## src/rtl/pid_lock_ctrl.sv

```systemverilog
// Purpose : PDH laser lock supervisor: sweeps the DAC to find a resonance, hands
//           control to the PID core, confirms lock and watches for loss of lock.
// Latency : all outputs registered; inputs seen at edge N are reflected after edge N.
// Backpressure: none; free-running control loop with no handshake.
//
// Ports:
//   clk, rst          sole clock, synchronous active-high reset
//   enable_i          run request; low forces IDLE
//   err_i             signed PDH error (same stream as the PID core)
//   pid_out_i         PID core output, midscale = zero correction
//   sweep_*_i         sweep bounds (inclusive), step size and step divider
//   lock_thr_i        |err| capture/confirm threshold
//   settle_i          CAPTURE dwell, loss_cnt_i = rail cycles declaring loss
//   dac_o, pid_en_o, locked_o, state_o   registered control outputs
//
// Build option: define PID_LOCK_AUTO_RELOCK_EN to resweep on loss of lock
// instead of parking in FAULT.
module pid_lock_ctrl #(
    parameter int SWEEP_W = 14,
    parameter int CNT_W   = 16
) (
    input  logic                      clk,
    input  logic                      rst,
    input  logic                      enable_i,
    input  logic signed [15:0]        err_i,
    input  logic        [SWEEP_W-1:0] pid_out_i,
    input  logic        [SWEEP_W-1:0] sweep_min_i,
    input  logic        [SWEEP_W-1:0] sweep_max_i,
    input  logic        [7:0]         sweep_step_i,
    input  logic        [CNT_W-1:0]   sweep_div_i,
    input  logic        [15:0]        lock_thr_i,
    input  logic        [CNT_W-1:0]   settle_i,
    input  logic        [CNT_W-1:0]   loss_cnt_i,
    output logic        [SWEEP_W-1:0] dac_o,
    output logic                      pid_en_o,
    output logic                      locked_o,
    output logic        [2:0]         state_o
);

    typedef enum logic [2:0] {
        ST_IDLE    = 3'd0,
        ST_SWEEP   = 3'd1,
        ST_CAPTURE = 3'd2,
        ST_LOCKED  = 3'd3,
        ST_FAULT   = 3'd4
    } state_t;

    localparam int PW = SWEEP_W + 1;
    localparam logic [SWEEP_W-1:0]        MID   = {1'b0, {(SWEEP_W-1){1'b1}}};
    localparam logic [SWEEP_W-1:0]        RAIL  = {SWEEP_W{1'b1}};
    localparam logic signed [SWEEP_W+1:0] MID_S = {2'b00, MID};
    localparam logic signed [SWEEP_W+1:0] MAX_S = {2'b00, RAIL};

    state_t             state_q;
    logic [SWEEP_W-1:0] pos_q;
    logic [SWEEP_W-1:0] hold_q;
    logic               dir_up_q;
    logic [CNT_W-1:0]   step_cnt_q;
    logic [CNT_W-1:0]   settle_cnt_q;
    logic [CNT_W-1:0]   rail_cnt_q;
    logic [SWEEP_W-1:0] dac_q;
    logic               pid_en_q;
    logic               locked_q;

    // |err| with the most negative code folded onto the largest positive one
    logic [15:0] err_u;
    logic [15:0] abs_err;
    logic        in_win;

    always_comb begin
        err_u = err_i;
        if (err_u == 16'h8000) begin
            abs_err = 16'h7FFF;
        end else if (err_u[15]) begin
            abs_err = ~err_u + 16'd1;
        end else begin
            abs_err = err_u;
        end
        in_win = (abs_err <= lock_thr_i);
    end

    // Next sweep position, evaluated one bit wider so pos+step never wraps
    logic [PW-1:0]      pos_ext, min_ext, max_ext, step_ext, up_sum, down_dif;
    logic               sweep_degen;
    logic [SWEEP_W-1:0] pos_d;
    logic               dir_up_d;

    always_comb begin
        pos_ext     = {1'b0, pos_q};
        min_ext     = {1'b0, sweep_min_i};
        max_ext     = {1'b0, sweep_max_i};
        step_ext    = {{(PW-8){1'b0}}, sweep_step_i};
        up_sum      = pos_ext + step_ext;
        down_dif    = pos_ext - step_ext;
        sweep_degen = (sweep_min_i >= sweep_max_i) || (sweep_step_i == 8'd0);
        pos_d       = pos_q;
        dir_up_d    = dir_up_q;
        if (sweep_degen) begin
            pos_d = sweep_min_i;
        end else if (dir_up_q) begin
            if (up_sum > max_ext) begin
                pos_d    = sweep_max_i;
                dir_up_d = 1'b0;
            end else begin
                pos_d = up_sum[SWEEP_W-1:0];
            end
        end else begin
            // pos - step < min, rearranged to avoid an underflowing subtract
            if (pos_ext < min_ext + step_ext) begin
                pos_d    = sweep_min_i;
                dir_up_d = 1'b1;
            end else begin
                pos_d = down_dif[SWEEP_W-1:0];
            end
        end
    end

    // DAC drive while the PID core is engaged: base + (pid - midscale), clipped
    function automatic logic [SWEEP_W-1:0] corr_dac(input logic [SWEEP_W-1:0] base,
                                                    input logic [SWEEP_W-1:0] pid);
        logic signed [SWEEP_W+1:0] s;
        s = $signed({2'b00, base}) + $signed({2'b00, pid}) - MID_S;
        if (s[SWEEP_W+1]) begin
            return '0;
        end else if (s > MAX_S) begin
            return RAIL;
        end else begin
            return s[SWEEP_W-1:0];
        end
    endfunction

    // Loss-of-lock rail detection; a zero threshold behaves like one
    logic             pid_rail;
    logic [CNT_W:0]   rail_inc;
    logic [CNT_W-1:0] loss_eff;
    logic             loss_hit;

    always_comb begin
        pid_rail = (pid_out_i == '0) || (pid_out_i == RAIL);
        rail_inc = {1'b0, rail_cnt_q} + {{CNT_W{1'b0}}, 1'b1};
        loss_eff = (loss_cnt_i == '0) ? CNT_W'(1) : loss_cnt_i;
        loss_hit = (rail_inc >= {1'b0, loss_eff});
    end

    always_ff @(posedge clk) begin
        if (rst) begin
            state_q      <= ST_IDLE;
            pos_q        <= '0;
            hold_q       <= '0;
            dir_up_q     <= 1'b1;
            step_cnt_q   <= '0;
            settle_cnt_q <= '0;
            rail_cnt_q   <= '0;
            dac_q        <= MID;
            pid_en_q     <= 1'b0;
            locked_q     <= 1'b0;
        end else if (!enable_i) begin
            state_q      <= ST_IDLE;
            step_cnt_q   <= '0;
            settle_cnt_q <= '0;
            rail_cnt_q   <= '0;
            dac_q        <= MID;
            pid_en_q     <= 1'b0;
            locked_q     <= 1'b0;
        end else begin
            case (state_q)
                ST_IDLE: begin
                    state_q    <= ST_SWEEP;
                    pos_q      <= sweep_min_i;
                    dir_up_q   <= 1'b1;
                    step_cnt_q <= '0;
                    dac_q      <= sweep_min_i;
                    pid_en_q   <= 1'b0;
                    locked_q   <= 1'b0;
                end
                ST_SWEEP: begin
                    locked_q <= 1'b0;
                    if (in_win) begin
                        // Freeze the position currently on the DAC and hand over
                        state_q      <= ST_CAPTURE;
                        hold_q       <= pos_q;
                        settle_cnt_q <= '0;
                        dac_q        <= corr_dac(pos_q, pid_out_i);
                        pid_en_q     <= 1'b1;
                    end else begin
                        pid_en_q <= 1'b0;
                        if (step_cnt_q >= sweep_div_i) begin
                            step_cnt_q <= '0;
                            pos_q      <= pos_d;
                            dir_up_q   <= dir_up_d;
                            dac_q      <= pos_d;
                        end else begin
                            step_cnt_q <= step_cnt_q + CNT_W'(1);
                            dac_q      <= pos_q;
                        end
                    end
                end
                ST_CAPTURE: begin
                    if (settle_cnt_q >= settle_i) begin
                        if (in_win) begin
                            state_q    <= ST_LOCKED;
                            rail_cnt_q <= '0;
                            dac_q      <= corr_dac(hold_q, pid_out_i);
                            pid_en_q   <= 1'b1;
                            locked_q   <= 1'b1;
                        end else begin
                            // Resume sweeping where capture started, same direction
                            state_q  <= ST_SWEEP;
                            pos_q    <= hold_q;
                            dac_q    <= hold_q;
                            pid_en_q <= 1'b0;
                            locked_q <= 1'b0;
                        end
                    end else begin
                        settle_cnt_q <= settle_cnt_q + CNT_W'(1);
                        dac_q        <= corr_dac(hold_q, pid_out_i);
                        pid_en_q     <= 1'b1;
                        locked_q     <= 1'b0;
                    end
                end
                ST_LOCKED: begin
                    if (pid_rail && loss_hit) begin
                        rail_cnt_q <= '0;
                        dac_q      <= hold_q;
                        pid_en_q   <= 1'b0;
                        locked_q   <= 1'b0;
`ifdef PID_LOCK_AUTO_RELOCK_EN
                        state_q    <= ST_SWEEP;
                        pos_q      <= hold_q;
                        dir_up_q   <= 1'b1;
                        step_cnt_q <= '0;
`else
                        state_q    <= ST_FAULT;
`endif
                    end else begin
                        rail_cnt_q <= pid_rail ? rail_inc[CNT_W-1:0] : '0;
                        dac_q      <= corr_dac(hold_q, pid_out_i);
                        pid_en_q   <= 1'b1;
                        locked_q   <= 1'b1;
                    end
                end
                ST_FAULT: begin
                    // Park at the last good operating point until enable drops
                    dac_q    <= hold_q;
                    pid_en_q <= 1'b0;
                    locked_q <= 1'b0;
                end
                default: begin
                    state_q  <= ST_IDLE;
                    dac_q    <= MID;
                    pid_en_q <= 1'b0;
                    locked_q <= 1'b0;
                end
            endcase
        end
    end

    assign dac_o    = dac_q;
    assign pid_en_o = pid_en_q;
    assign locked_o = locked_q;
    assign state_o  = state_q;

endmodule

```

## config.mk

```make
export PLATFORM = sky130hd
export DESIGN_NAME = pid_lock_ctrl
export DESIGN_NICKNAME = d
export VERILOG_FILES = /design/src/rtl/pid_lock_ctrl.sv
export SDC_FILE = /design/constraint.sdc
export NUM_CORES = 1
export LEC_CHECK = 0
export ABC_AREA = 1
export ABC_CLOCK_PERIOD_IN_PS = 8500
export BUFFER_PORTS_ARGS = -buffer_cell sky130_fd_sc_hd__buf_4
export CELL_PAD_IN_SITES_DETAIL_PLACEMENT = 1
export CELL_PAD_IN_SITES_GLOBAL_PLACEMENT = 1
export CORE_MARGIN = 2
export CORE_UTILIZATION = 39
export DETAILED_ROUTE_END_ITERATION = 8
export GPL_TIMING_DRIVEN = 0
export MAX_ROUTING_LAYER = met4
export PLACE_DENSITY_LB_ADDON = 0.1
export REMOVE_ABC_BUFFERS = 1
export SLEW_MARGIN = 15
export SYNTH_ARGS = -nofsm -noshare
export SYNTH_HDL_FRONTEND = slang
export SYNTH_SLANG_ARGS = --single-unit
```

## constraint.sdc

```tcl
create_clock -name clk -period 8.5 [get_ports clk]
set_input_delay 1.7 -clock clk [delete_from_list [all_inputs] [get_ports clk]]
set_output_delay 1.7 -clock clk [all_outputs]
set_load 0.01 [all_outputs]
```

==> results_tabular.tex, run 1 <==
\begin{tabular}{lr}
\hline
Metric & Value \\
\hline
\multicolumn{2}{l}{\textbf{Timing}} \\
\quad Final number of setup-violating endpoints & 0 \\
\quad Transition time of the tightest slew-check pin & 1.147 ns \\
\quad Final setup TNS & 0 ns \\
\quad Unrepaired setup endpoints after global routing & no \\
\quad Final count of pins violating max slew & 0 \\
\quad Achievable frequency & 144.5 MHz \\
\quad Post-route clock period utilization & 0.8139 \\
\quad Hold violation total from the final report & 0 \\
\quad Min Clock Period, post-route & slightly below 7 ns \\
\quad Setup skew after layout & 0.01594 ns \\
\quad Final worst slack & approximately 1.6 ns \\
\quad Worst slew margin relative to its limit & 0.2309 \\
\multicolumn{2}{l}{\textbf{Logic synthesis}} \\
\quad Cell type contributing the most total cell area after synthesis & sky130\_fd\_sc\_hd\_\_ha\_1 \\
\quad Synth top area cells & sky130\_fd\_sc\_hd\_\_ha\_1 (19\%), sky130\_fd\_sc\_hd\_\_dfxtp\_1 (16\%), sky130\_fd\_sc\_hd\_\_nand2\_1 (13\%), sky130\_fd\_sc\_hd\_\_inv\_1 (8.7\%), sky130\_fd\_sc\_hd\_\_a21oi\_1 (7.9\%) \\
\quad Post-synthesis sequential element count & 96 \\
\quad Sequential fraction of the synthesis area & 0.1566 \\
\quad Netlist area before placement & 12,270 um2 \\
\quad Cell variety after synth & 48 \\
\quad Fraction of post-synthesis cell area in the top cell type by area & 0.1907 \\
\quad Yosys Warn Count & 0 \\
\quad Number of standard cells after synthesis & a little under 2,000 \\
\quad Post-Syn Area per Cell & 6.268 um2 \\
\multicolumn{2}{l}{\textbf{Floorplanning}} \\
\quad Core region area & between 30,000 and 40,000 um2 \\
\quad DIE WIDTH & about 180 um \\
\quad Effective utilization at floorplan & 0.3991 \\
\quad Count of boundary I/O pins & 152 \\
\quad Vert. Die Dim & around 180 um \\
\quad Number of rows created at floorplan & 64 \\
\quad Die footprint & approximately 33,000 um2 \\
\multicolumn{2}{l}{\textbf{Detailed routing}} \\
\quad Average via count per standard cell & 5.360 \\
\quad DRC violations left & 0 \\
\quad WL final & 40.44 mm \\
\quad Initial DRT Pass Iterations & 5 \\
\quad Count of nets left with antenna violations after detail routing & 0 \\
\quad Mean routed wirelength per cell & around 16 um \\
\quad Via total after detailed routing & $\sim$13,000 \\
\quad DRC violation total after the first TritonRoute iteration & 520 \\
\multicolumn{2}{l}{\textbf{Critical path}} \\
\quad CP max FO & 38 \\
\quad CP Launch Type & input port \\
\quad Maximum cell stage delay along the critical path & 0.71 ns \\
\quad CP Buf/Inv Count & 6 \\
\quad Critical Path AT & roughly 7 ns \\
\quad Flop2flop setup slack & 3.81 ns \\
\quad RR Startpoint & pos\_q[1] \\
\quad Launching instance or port of the critical path & err\_i[1] \\
\quad CP required & 8.74 ns \\
\quad Cells on worst reg2reg path & 26 \\
\quad Cell with the largest stage delay on the worst path & sky130\_fd\_sc\_hd\_\_inv\_2 \\
\quad Most numerous cell on the critical path & sky130\_fd\_sc\_hd\_\_nand2\_1 \\
\quad Critical path class & in -> reg \\
\quad Kind of cell adding the most delay to the critical path & simple AND/OR/NAND/NOR gates \\
\quad Terminus of the critical flop-to-flop path & dac\_o[1] \\
\quad Type of element capturing the critical path & register \\
\multicolumn{2}{l}{\textbf{Placed design}} \\
\quad Final estimated routing congestion in global placement & 0.9170 \\
\quad Post-place instance area & approximately 14,000 um2 \\
\quad Pre-CTS WS & approximately 1.3 ns \\
\quad Input/output buffers & between 150 and 200 \\
\quad Half-perimeter wire length after detailed placement & about 34 mm \\
\multicolumn{2}{l}{\textbf{Final layout}} \\
\quad Area overhead of the layout relative to synthesis & 13.97\% \\
\quad Area taken by multi-input logic gates & 9027 um2 \\
\quad Most frequent cells in the layout & sky130\_fd\_sc\_hd\_\_nand2\_1 (429), sky130\_fd\_sc\_hd\_\_inv\_1 (283), sky130\_fd\_sc\_hd\_\_a21oi\_1 (194), sky130\_fd\_sc\_hd\_\_ha\_1 (187), sky130\_fd\_sc\_hd\_\_nand3\_1 (158) \\
\quad Layout cells sized above 1 & 0.09788 \\
\quad Net count reported at finish & 2,394 \\
\quad N\_diodes & 0 \\
\quad Design Area, Final & 13,990 um2 \\
\quad Combined flip-flop and latch cell area & between 1500 and 2000 um2 \\
\quad End-of-flow core utilization & 0.4548 \\
\quad Filler cell count in the final layout & roughly 4,200 \\
\quad Most common cell after layout, fill and taps aside & sky130\_fd\_sc\_hd\_\_nand2\_1 \\
\multicolumn{2}{l}{\textbf{Global routing}} \\
\quad Number of antenna violations at the first check in global routing & 0 \\
\quad Via count of the first global-routing pass & 13,420 \\
\quad Overall track demand over capacity in global routing & 0.2538 \\
\quad Grt total ovfl & 0 \\
\quad Largest net degree at the start of global routing & 39 \\
\quad Wire length of the first global-routing pass & 66.77 mm \\
\multicolumn{2}{l}{\textbf{CTS}} \\
\quad Clock-pin slew reported for the worst setup and hold paths after clock tree synthesis & $\sim$0.070 ns \\
\quad Number of buffers created by CTS & 9 \\
\quad CTS Hold Bufs & 0 \\
\quad TritonCTS clock tree & done \\
\quad Number of sinks on the clock net & 96 \\
\quad Post-cts sizing count & 0 \\
\quad \# Post-CTS Setup Buffers & 0 \\
\quad H-Tree Depth & 3 \\
\quad Clock latency at the later pin of the worst-skew pair & between 0.3 and 0.4 ns \\
\quad Buffer type at the clock tree root & sky130\_fd\_sc\_hd\_\_clkbuf\_16 \\
\quad Buffer depth of the longest clock path & 2 \\
\multicolumn{2}{l}{\textbf{Hold path}} \\
\quad WHS Path Cells & 2 \\
\quad Worst Hold Path EP & step\_cnt\_q[0] \\
\quad Origin of the worst min-delay path & step\_cnt\_q[0] \\
\quad Worst min-delay path category & reg -> reg \\
\multicolumn{2}{l}{\textbf{Power and ir drop}} \\
\quad Pwr dens & 117.3 nW/um2 \\
\quad Post-layout total power & around 1.6 mW \\
\quad Leakage power summed over all cells & 7.352 nW \\
\quad Maximum vdd ir drop & 0.00009323 V \\
\multicolumn{2}{l}{\textbf{Outcome}} \\
\quad Outcome & finished, final reports clean \\
\multicolumn{2}{l}{\textbf{Flow run}} \\
\quad Max capacitance violation total & 0 \\
\hline
\end{tabular}
Yosys cell counts, drive strengths merged:
| cell type | number |
|---|---|
| o21bai | 7 |
| nand3b | 3 |
| or3b | 1 |
| ha | 187 |
| nor2 | 153 |
| nor4 | 13 |
| a31oi | 2 |
| nor3b | 3 |
| a21o | 5 |
| and3 | 2 |
| dfxtp | 96 |
| o31ai | 2 |
| xnor2 | 22 |
| o21a | 5 |
| a211oi | 4 |
| xor2 | 64 |
| o211ai | 20 |
| clkbuf | 35 |
| inv | 290 |
| nor3 | 30 |
| a221oi | 13 |
| and2 | 1 |
| fa | 5 |
| clkinv | 2 |
| nand4 | 31 |
| a21oi | 195 |
| a41o | 1 |
| o22ai | 8 |
| o21ai | 137 |
| nand2 | 435 |
| nand3 | 161 |
| or2 | 8 |
| buf | 17 |
tightest hold or removal path: cells and delay by family (launching register included):
kind             cells  cell delay, ns
flip-flops           1            0.33
AND/OR/NAND/NOR      1            0.07
AO/OA/AOI/OAI        1            0.05
cell type report:
cell class / instances / share of cell area
clock inverters: 6 / 0.004831
repair buffers: 152 / 0.08213
flip-flops and latches: 96 / 0.1374
multi-input cells: 1518 / 0.6455
clock buffers: 10 / 0.01637
inverters: 292 / 0.07837
well taps: 396 / 0.03543
where the power goes:
part           total, mW  switching [mW]  internal [mW]  leakage [nW]
Sequential         0.502          0.0347          0.468         0.781
Combinational      0.707           0.441          0.266          6.43
Clock              0.430           0.199          0.231         0.145
worst max path at each step:
stage	cells after the start	slack, ns	to
after floorplan	25	3.20	pos_q[9]
after global placement	26	1.49	pos_q[1]
after detailed placement	26	1.32	pos_q[1]
after CTS	26	1.63	pos_q[7]
after global routing	26	0.90	pos_q[7]
final	26	1.58	pos_q[7]
stage by stage:
stage,instances,hold WS (ns)
after floorplan,1906,0.4499
after global placement,2453,0.4687
after detailed placement,2454,0.4869
after CTS,2470,0.4986
after global routing,2470,0.5337
final,2470,0.4949
logic make-up after synthesis:
family,count (synthesis),synth area share
compound gates,399,0.1781
xor+xnor,86,0.06138
fa+ha+maj,192,0.1988
buf+inv,344,0.1086
flops,96,0.1566
simple gates,841,0.2965
flip-flops by register name, summed over array words and instances (netlist names), 3 cells and up:
name          count
hold_q           14
state_o           3
pos_q            14
settle_cnt_q     16
dac_o            14
step_cnt_q       16
rail_cnt_q       16
routing by layer:
layer / share of wire / GRT usage
met5: 0 / -
met4: 0.018 / 0.05593
met3: 0.026 / 0.02226
met2: 0.47 / 0.4300
met1: 0.48 / 0.3291
(Power assumes the default switching activity.)
==> run 2, diff against run 1 <==
Settings changed: ABC_CLOCK_PERIOD_IN_PS 8500 to 6600.
Clock period 8.5 ns to 6.6 ns, I/O delays scaled along.
==> results_tabular.tex, run 2 (synthesized netlist as in run 1, its figures left out) <==
\begin{tabular}{lr}
\hline
Metric & Value \\
\hline
\multicolumn{2}{l}{\textbf{Outcome}} \\
\quad Outcome & finished, final reports clean \\
\multicolumn{2}{l}{\textbf{Floorplanning}} \\
\quad Die footprint & 32,900 um2 (unchanged) \\
\quad Count of boundary I/O pins & 152 (unchanged) \\
\quad Vert. Die Dim & 181.4 um (unchanged) \\
\quad Core region area & 30,750 um2 (unchanged) \\
\quad DIE WIDTH & 181.4 um (unchanged) \\
\quad Number of rows created at floorplan & 64 (unchanged) \\
\quad Effective utilization at floorplan & 0.3991 (unchanged) \\
\multicolumn{2}{l}{\textbf{Detailed routing}} \\
\quad Mean routed wirelength per cell & 16.36 um (about the same) \\
\quad WL final & 40.41 mm (about the same) \\
\quad Uppermost signal routing layer after detailed routing & met4 \\
\quad Met2 layer wire length in the routed design & 19.16 mm (+0.26\%) \\
\quad Initial DRT Pass Iterations & 5 (unchanged) \\
\quad DRC violations left & 0 (unchanged) \\
\quad DRC violation total after the first TritonRoute iteration & 504 (-3.1\%) \\
\quad Via total after detailed routing & 13,230 (-0.098\%) \\
\quad Average via count per standard cell & 5.355 (about the same) \\
\quad Count of nets left with antenna violations after detail routing & 0 (unchanged) \\
\quad Routed metal-1 wire length & 19.70 mm (+0.71\%) \\
\quad Routed met3 length & 878 um (-17\%) \\
\multicolumn{2}{l}{\textbf{Final layout}} \\
\quad End-of-flow core utilization & 0.4552 (about the same) \\
\quad Most frequent cells in the layout & sky130\_fd\_sc\_hd\_\_nand2\_1 (428), sky130\_fd\_sc\_hd\_\_inv\_1 (283), sky130\_fd\_sc\_hd\_\_a21oi\_1 (194), sky130\_fd\_sc\_hd\_\_ha\_1 (187), sky130\_fd\_sc\_hd\_\_nand3\_1 (158) \\
\quad Registers with the most flip-flops & rail\_cnt\_q: 16 flops, settle\_cnt\_q: 16 flops, step\_cnt\_q: 16 flops \\
\quad Filler cell count in the final layout & 4,183 (-0.048\%) \\
\quad Net count reported at finish & 2,394 (unchanged) \\
\quad Area overhead of the layout relative to synthesis & 14.07\% (about the same) \\
\quad Final cell count without fillers & 2,470 (unchanged) \\
\quad Most common cell after layout, fill and taps aside & sky130\_fd\_sc\_hd\_\_nand2\_1 \\
\quad Layout cells sized above 1 & 0.09836 (+0.0004822) \\
\quad N\_diodes & 0 (unchanged) \\
\multicolumn{2}{l}{\textbf{Timing}} \\
\quad Final setup TNS & 0 ns (unchanged) \\
\quad Post-route clock period utilization & 0.8757 \\
\quad Transition time of the tightest slew-check pin & 1.121 ns (-0.02685 ns) \\
\quad Min Clock Period, post-route & 5.780 ns \\
\quad Achievable frequency & 173.0 MHz \\
\quad Worst slew margin relative to its limit & 0.2489 (+0.01800) \\
\quad Unrepaired setup endpoints after global routing & no \\
\quad Hold violation total from the final report & 0 (unchanged) \\
\quad Final number of setup-violating endpoints & 0 (unchanged) \\
\quad Final count of pins violating max slew & 0 (unchanged) \\
\quad Setup skew after layout & 0.01576 ns (-0.0001722 ns) \\
\quad Worst Hold Slack & 0.4940 ns (-0.0009240 ns) \\
\multicolumn{2}{l}{\textbf{Critical path}} \\
\quad Maximum cell stage delay along the critical path & 0.41 ns (-0.30 ns) \\
\quad CP Launch Type & input port \\
\quad Critical Path AT & 6.06 ns (-1.10 ns) \\
\quad Type of element capturing the critical path & register \\
\quad CP max FO & 38 (unchanged) \\
\quad Cell with the largest stage delay on the worst path & sky130\_fd\_sc\_hd\_\_inv\_1 \\
\quad Sequence of cells on the critical path & buf\_4, inv\_1, ha\_1, inv\_1, nor3\_1, nor3b\_1, nand3\_1, nor2\_1, nand3\_1, nand3\_1, ha\_1, a21oi\_1, o21ai\_0, a21oi\_1, nand2\_1, nand2\_2, clkinv\_4, nor2\_2, nor2\_4, inv\_2, nor2\_4, inv\_1, nor2\_1, a21oi\_1 \\
\quad CP required & 6.88 ns (-1.86 ns) \\
\quad Critical path class & in -> reg \\
\multicolumn{2}{l}{\textbf{Placed design}} \\
\quad Input/output buffers & 151 (unchanged) \\
\quad Half-perimeter wire length after detailed placement & 34.00 mm (unchanged) \\
\quad Final estimated routing congestion in global placement & 0.9170 (unchanged) \\
\quad Cell count after placement & 2,454 (unchanged) \\
\multicolumn{2}{l}{\textbf{Hold path}} \\
\quad Worst min-delay path category & reg -> reg \\
\multicolumn{2}{l}{\textbf{Power and ir drop}} \\
\quad Maximum vdd ir drop & 0.0001204 V (+29\%) \\
\quad Pwr dens & 151.0 nW/um2 (+29\%) \\
\quad Clock share of power & 0.262 (about the same) \\
\quad Leakage power summed over all cells & 7.353 nW (about the same) \\
\quad Part of the power in registers & 0.306 (about the same) \\
\quad Internal power & 1.243 mW (+29\%) \\
\quad Combinational share of power & 0.431 (about the same) \\
\quad Net switching power of the design & 870.6 uW (+29\%) \\
\quad Switching part of the total power & 0.4118 (about the same) \\
\multicolumn{2}{l}{\textbf{Global routing}} \\
\quad Via count of the first global-routing pass & 13,420 (unchanged) \\
\quad Overall track demand over capacity in global routing & 0.2538 (unchanged) \\
\quad Grt total ovfl & 0 (unchanged) \\
\quad Number of antenna violations at the first check in global routing & 0 (unchanged) \\
\quad Largest net degree at the start of global routing & 39 (unchanged) \\
\quad Wire length of the first global-routing pass & 66.77 mm (unchanged) \\
\multicolumn{2}{l}{\textbf{CTS}} \\
\quad CTS Hold Bufs & 0 (unchanged) \\
\quad H-Tree Depth & 3 (unchanged) \\
\quad Buffer depth of the longest clock path & 2 (unchanged) \\
\quad Number of buffers created by CTS & 9 (unchanged) \\
\quad Clock-pin slew reported for the worst setup and hold paths after clock tree synthesis & 0.07 ns (about the same) \\
\quad Number of sinks on the clock net & 96 (unchanged) \\
\quad TritonCTS clock tree & done \\
\quad \# Post-CTS Setup Buffers & 0 (unchanged) \\
\quad Buffer type at the clock tree root & sky130\_fd\_sc\_hd\_\_clkbuf\_16 \\
\quad Post-cts sizing count & 0 (unchanged) \\
\quad Clock latency at the later pin of the worst-skew pair & 0.37 ns (about the same) \\
\multicolumn{2}{l}{\textbf{Flow run}} \\
\quad Max capacitance violation total & 0 (unchanged) \\
\hline
\end{tabular}
[run 2: changes by cell type in the layout (fill, tap and decap cells not counted)]
cell and change:
sky130_fd_sc_hd__nand2_2 +1, sky130_fd_sc_hd__nand2_1 -1, sky130_fd_sc_hd__nor2_4 +1, sky130_fd_sc_hd__nor2_2 -1, sky130_fd_sc_hd__clkinv_4 +1, sky130_fd_sc_hd__inv_2 -1
[run 2: final cells by class]
class | instances | area, um2 | area share
Clock inverter | 6 | 67.56 | 0.004827
Inverter | 292 | 1101 | 0.07866
Sequential cell | 96 | 1922 | 0.1373
Multi-Input combinational cell | 1518 | 9035 | 0.6454
Tap cell | 396 | 495.5 | 0.03540
Clock buffer | 10 | 229.0 | 0.01636
Timing Repair Buffer | 152 | 1149 | 0.08205
[run 2: worst max-delay path, delay by kind of cell]
| family | cells | cell delay [ns] |
|---|---|---|
| AO/OA/AOI/OAI | 4 | 0.58 |
| adder cells (fa/ha/maj) | 2 | 0.40 |
| AND/OR/NAND/NOR | 12 | 2.53 |
| buffers and inverters | 6 | 1.19 |
[run 2: power by group through the flow]
| stage | combinational (mW) | clock (mW) | sequential [mW] |
|---|---|---|---|
| after floorplan | 0.606 | 0 | 0.643 |
| final | 0.912 | 0.555 | 0.647 |
| after global routing | 1.05 | 0.582 | 0.651 |
| after CTS | 0.914 | 0.565 | 0.647 |
| after global placement | 0.875 | 0 | 0.659 |
| after detailed placement | 0.907 | 0 | 0.660 |
[run 2: final timing paths]
kind	from	cells past startpoint	end	slack, ns
setup / recovery	err_i[1]	24	pos_q[7]	0.82
hold / removal	step_cnt_q[0]	2	step_cnt_q[0]	0.49
setup reg to reg	pos_q[1]	26	dac_o[1]	1.87
hold reg to reg	step_cnt_q[0]	2	step_cnt_q[0]	0.49
[run 2: metrics by stage]
| stage | total power, mW | cell area [um2] | setup slack, ns |
|---|---|---|---|
| finish | 2.114 | 14000 | 0.8205 |
| detailed placement | 1.567 | 13690 | -0.1970 |
| floorplan | 1.248 | 12040 | 1.680 |
| global route | 2.279 | 14000 | 0.1386 |
| CTS | 2.126 | 13980 | 0.1063 |
| global placement | 1.534 | 13660 | -0.02699 |
[run 2: routing by layer]
metal  global-route usage  vias up
li1                     -     6736
met1               0.3291     6255
met2               0.4300      194
met3              0.02226       41
met4              0.05593        0
met5                    -        -
==> run 3, diff against run 2 <==
Settings changed: RECOVER_POWER set to 50, SLEW_MARGIN 15 to 20.
==> results_tabular.tex, run 3 (synthesized netlist as in run 1, its figures left out) <==
\begin{tabular}{lr}
\hline
Metric & Value \\
\hline
\multicolumn{2}{l}{\textbf{Power and ir drop}} \\
\quad Leakage power summed over all cells & 7.285 nW (-0.92\%) \\
\quad Pwr dens & 153.0 nW/um2 (+1.3\%) \\
\quad Maximum vdd ir drop & 0.0001430 V (+19\%) \\
\multicolumn{2}{l}{\textbf{CTS}} \\
\quad Number of buffers created by CTS & 9 (unchanged) \\
\quad Clock latency at the later pin of the worst-skew pair & 0.38 ns (about the same) \\
\quad Number of sinks on the clock net & 96 (unchanged) \\
\quad TritonCTS clock tree & done \\
\quad CTS Hold Bufs & 0 (unchanged) \\
\quad \# Post-CTS Setup Buffers & 0 (unchanged) \\
\quad H-Tree Depth & 3 (unchanged) \\
\quad Buffer depth of the longest clock path & 2 (unchanged) \\
\quad Buffer type at the clock tree root & sky130\_fd\_sc\_hd\_\_clkbuf\_16 \\
\quad Clock-pin slew reported for the worst setup and hold paths after clock tree synthesis & 0.07 ns (about the same) \\
\multicolumn{2}{l}{\textbf{Outcome}} \\
\quad Outcome & finished, final reports clean \\
\multicolumn{2}{l}{\textbf{Timing}} \\
\quad Worst slew margin relative to its limit & 0.2634 (+0.01450) \\
\quad Final number of setup-violating endpoints & 0 (unchanged) \\
\quad Setup skew after layout & 0.01798 ns (+0.002212 ns) \\
\quad Transition time of the tightest slew-check pin & 1.101 ns (-0.01972 ns) \\
\quad Final count of pins violating max slew & 0 (unchanged) \\
\quad Min Clock Period, post-route & 5.870 ns (+0.09008 ns) \\
\quad Unrepaired setup endpoints after global routing & no \\
\quad Worst Hold Slack & 0.4890 ns (-0.005044 ns) \\
\quad Hold violation total from the final report & 0 (unchanged) \\
\quad Post-route clock period utilization & 0.8893 (+0.01365) \\
\quad Final setup TNS & 0 ns (unchanged) \\
\quad Final worst slack & 0.7304 ns (-0.09008 ns) \\
\quad Achievable frequency & 170.4 MHz (-1.5\%) \\
\multicolumn{2}{l}{\textbf{Final layout}} \\
\quad N\_diodes & 0 (unchanged) \\
\quad Filler cell count in the final layout & 4,227 (+1.1\%) \\
\quad Net count reported at finish & 2,394 (unchanged) \\
\quad Most common cell after layout, fill and taps aside & sky130\_fd\_sc\_hd\_\_nand2\_1 \\
\quad Most frequent cells in the layout & sky130\_fd\_sc\_hd\_\_nand2\_1 (429), sky130\_fd\_sc\_hd\_\_inv\_1 (283), sky130\_fd\_sc\_hd\_\_a21oi\_1 (194), sky130\_fd\_sc\_hd\_\_ha\_1 (187), sky130\_fd\_sc\_hd\_\_nand3\_1 (158) \\
\quad Area overhead of the layout relative to synthesis & 13.54\% \\
\quad Registers with the most flip-flops & rail\_cnt\_q: 16 flops, settle\_cnt\_q: 16 flops, step\_cnt\_q: 16 flops \\
\quad Layout cells sized above 1 & 0.08824 (-0.01013) \\
\quad End-of-flow core utilization & 0.4531 (-0.002116) \\
\multicolumn{2}{l}{\textbf{Detailed routing}} \\
\quad Via total after detailed routing & 13,250 (+0.20\%) \\
\quad Mean routed wirelength per cell & 16.38 um (+0.13\%) \\
\quad Uppermost signal routing layer after detailed routing & met4 \\
\quad DRC violations left & 0 (unchanged) \\
\quad Met2 layer wire length in the routed design & 19.30 mm (+0.77\%) \\
\quad Count of nets left with antenna violations after detail routing & 0 (unchanged) \\
\quad WL final & 40.46 mm (+0.13\%) \\
\quad Routed met3 length & 1.063 mm (+21\%) \\
\quad Average via count per standard cell & 5.365 (+0.20\%) \\
\quad Routed metal-1 wire length & 19.69 mm (about the same) \\
\quad DRC violation total after the first TritonRoute iteration & 551 (+9.3\%) \\
\quad Initial DRT Pass Iterations & 5 (unchanged) \\
\multicolumn{2}{l}{\textbf{Floorplanning}} \\
\quad Core region area & 30,750 um2 (unchanged) \\
\quad Number of rows created at floorplan & 64 (unchanged) \\
\quad Die footprint & 32,900 um2 (unchanged) \\
\quad Effective utilization at floorplan & 0.3991 (unchanged) \\
\quad Vert. Die Dim & 181.4 um (unchanged) \\
\quad Count of boundary I/O pins & 152 (unchanged) \\
\quad DIE WIDTH & 181.4 um (unchanged) \\
\multicolumn{2}{l}{\textbf{Critical path}} \\
\quad Most numerous cell on the critical path & sky130\_fd\_sc\_hd\_\_nand2\_1 \\
\quad Maximum cell stage delay along the critical path & 0.45 ns (+0.04 ns) \\
\quad CP max FO & 38 (unchanged) \\
\quad Cells on worst reg2reg path & 26 (unchanged) \\
\quad Flop2flop setup slack & 1.96 ns (+0.09 ns) \\
\quad CP required & 6.86 ns (-0.02 ns) \\
\quad RR Startpoint & pos\_q[1] \\
\quad CP Launch Type & input port \\
\quad Critical path class & in -> reg \\
\quad Type of element capturing the critical path & register \\
\quad Cell with the largest stage delay on the worst path & sky130\_fd\_sc\_hd\_\_inv\_6 \\
\quad Launching instance or port of the critical path & err\_i[0] \\
\quad Critical Path AT & 6.13 ns (+0.07 ns) \\
\quad Terminus of the critical flop-to-flop path & dac\_o[1] \\
\multicolumn{2}{l}{\textbf{Placed design}} \\
\quad Final estimated routing congestion in global placement & 0.9170 (unchanged) \\
\quad Half-perimeter wire length after detailed placement & 33.98 mm (about the same) \\
\quad Input/output buffers & 151 (unchanged) \\
\quad Pre-CTS WS & -0.1876 ns (+0.009444 ns) \\
\multicolumn{2}{l}{\textbf{Global routing}} \\
\quad Via count of the first global-routing pass & 13,580 (+1.2\%) \\
\quad Largest net degree at the start of global routing & 39 (unchanged) \\
\quad Grt total ovfl & 0 (unchanged) \\
\quad Number of antenna violations at the first check in global routing & 0 (unchanged) \\
\quad Wire length of the first global-routing pass & 67.28 mm (+0.75\%) \\
\quad Overall track demand over capacity in global routing & 0.2547 (+0.0008469) \\
\multicolumn{2}{l}{\textbf{Hold path}} \\
\quad Worst min-delay path category & reg -> reg \\
\quad Worst Hold Path EP & step\_cnt\_q[0] \\
\quad Origin of the worst min-delay path & step\_cnt\_q[0] \\
\quad WHS Path Cells & 2 (unchanged) \\
\multicolumn{2}{l}{\textbf{Flow run}} \\
\quad Max capacitance violation total & 0 (unchanged) \\
\hline
\end{tabular}
==> run 3: worst max-delay path by stage <==
stage,end,slack [ns],cells after the start
after detailed placement,pos_q[1],-0.19,24
after floorplan,pos_q[9],1.68,25
after global routing,pos_q[0],0.06,26
final,pos_q[13],0.73,26
after CTS,pos_q[1],0.18,24
after global placement,pos_q[1],-0.03,26
==> run 3: routing by layer <==
| metal | vias up | track usage |
|---|---|---|
| li1 | 6736 | - |
| met1 | 6303 | 0.3306 |
| met2 | 187 | 0.4394 |
| met3 | 26 | 0.02066 |
| met4 | 0 | 0.04098 |
| met5 | - | - |
==> run 3: cell type report <==
class                           count  area (um2)  share of cell area
Clock inverter                      5       63.81            0.004580
Clock buffer                       11       242.7             0.01742
Inverter                          292        1101             0.07902
Tap cell                          396       495.5             0.03556
Multi-Input combinational cell   1518        9039              0.6487
Sequential cell                    96        1922              0.1379
Timing Repair Buffer              152        1070             0.07678
==> run 3: repair_timing <==
item | CTS | global route
hold endpoints to repair | 0 | 0
setup endpoints to repair | 0 | 19
resized for setup | 0 | 4
==> run 3: through the flow <==
stage	total power, mW	cells	area (um2)
floorplan	1.248	1906	12040
global placement	1.534	2453	13660
detailed placement	1.566	2454	13680
CTS	2.146	2470	13990
global route	2.296	2470	13930
finish	2.132	2470	13930
==> run 3: critical path: cells and delay by family <==
kind | cells | cell delay (ns)
and+or+nand+nor | 14 | 2.81
AOI/OAI and AO/OA | 4 | 0.50
buffers and inverters | 6 | 1.17
adders and majority gates | 2 | 0.32
==> run 3: where the power goes <==
part	internal, mW	total [mW]	switching [mW]	leakage [nW]
clock	0.309	0.578	0.268	0.152
combinational	0.338	0.907	0.569	6.35
sequential	0.602	0.647	0.0444	0.781
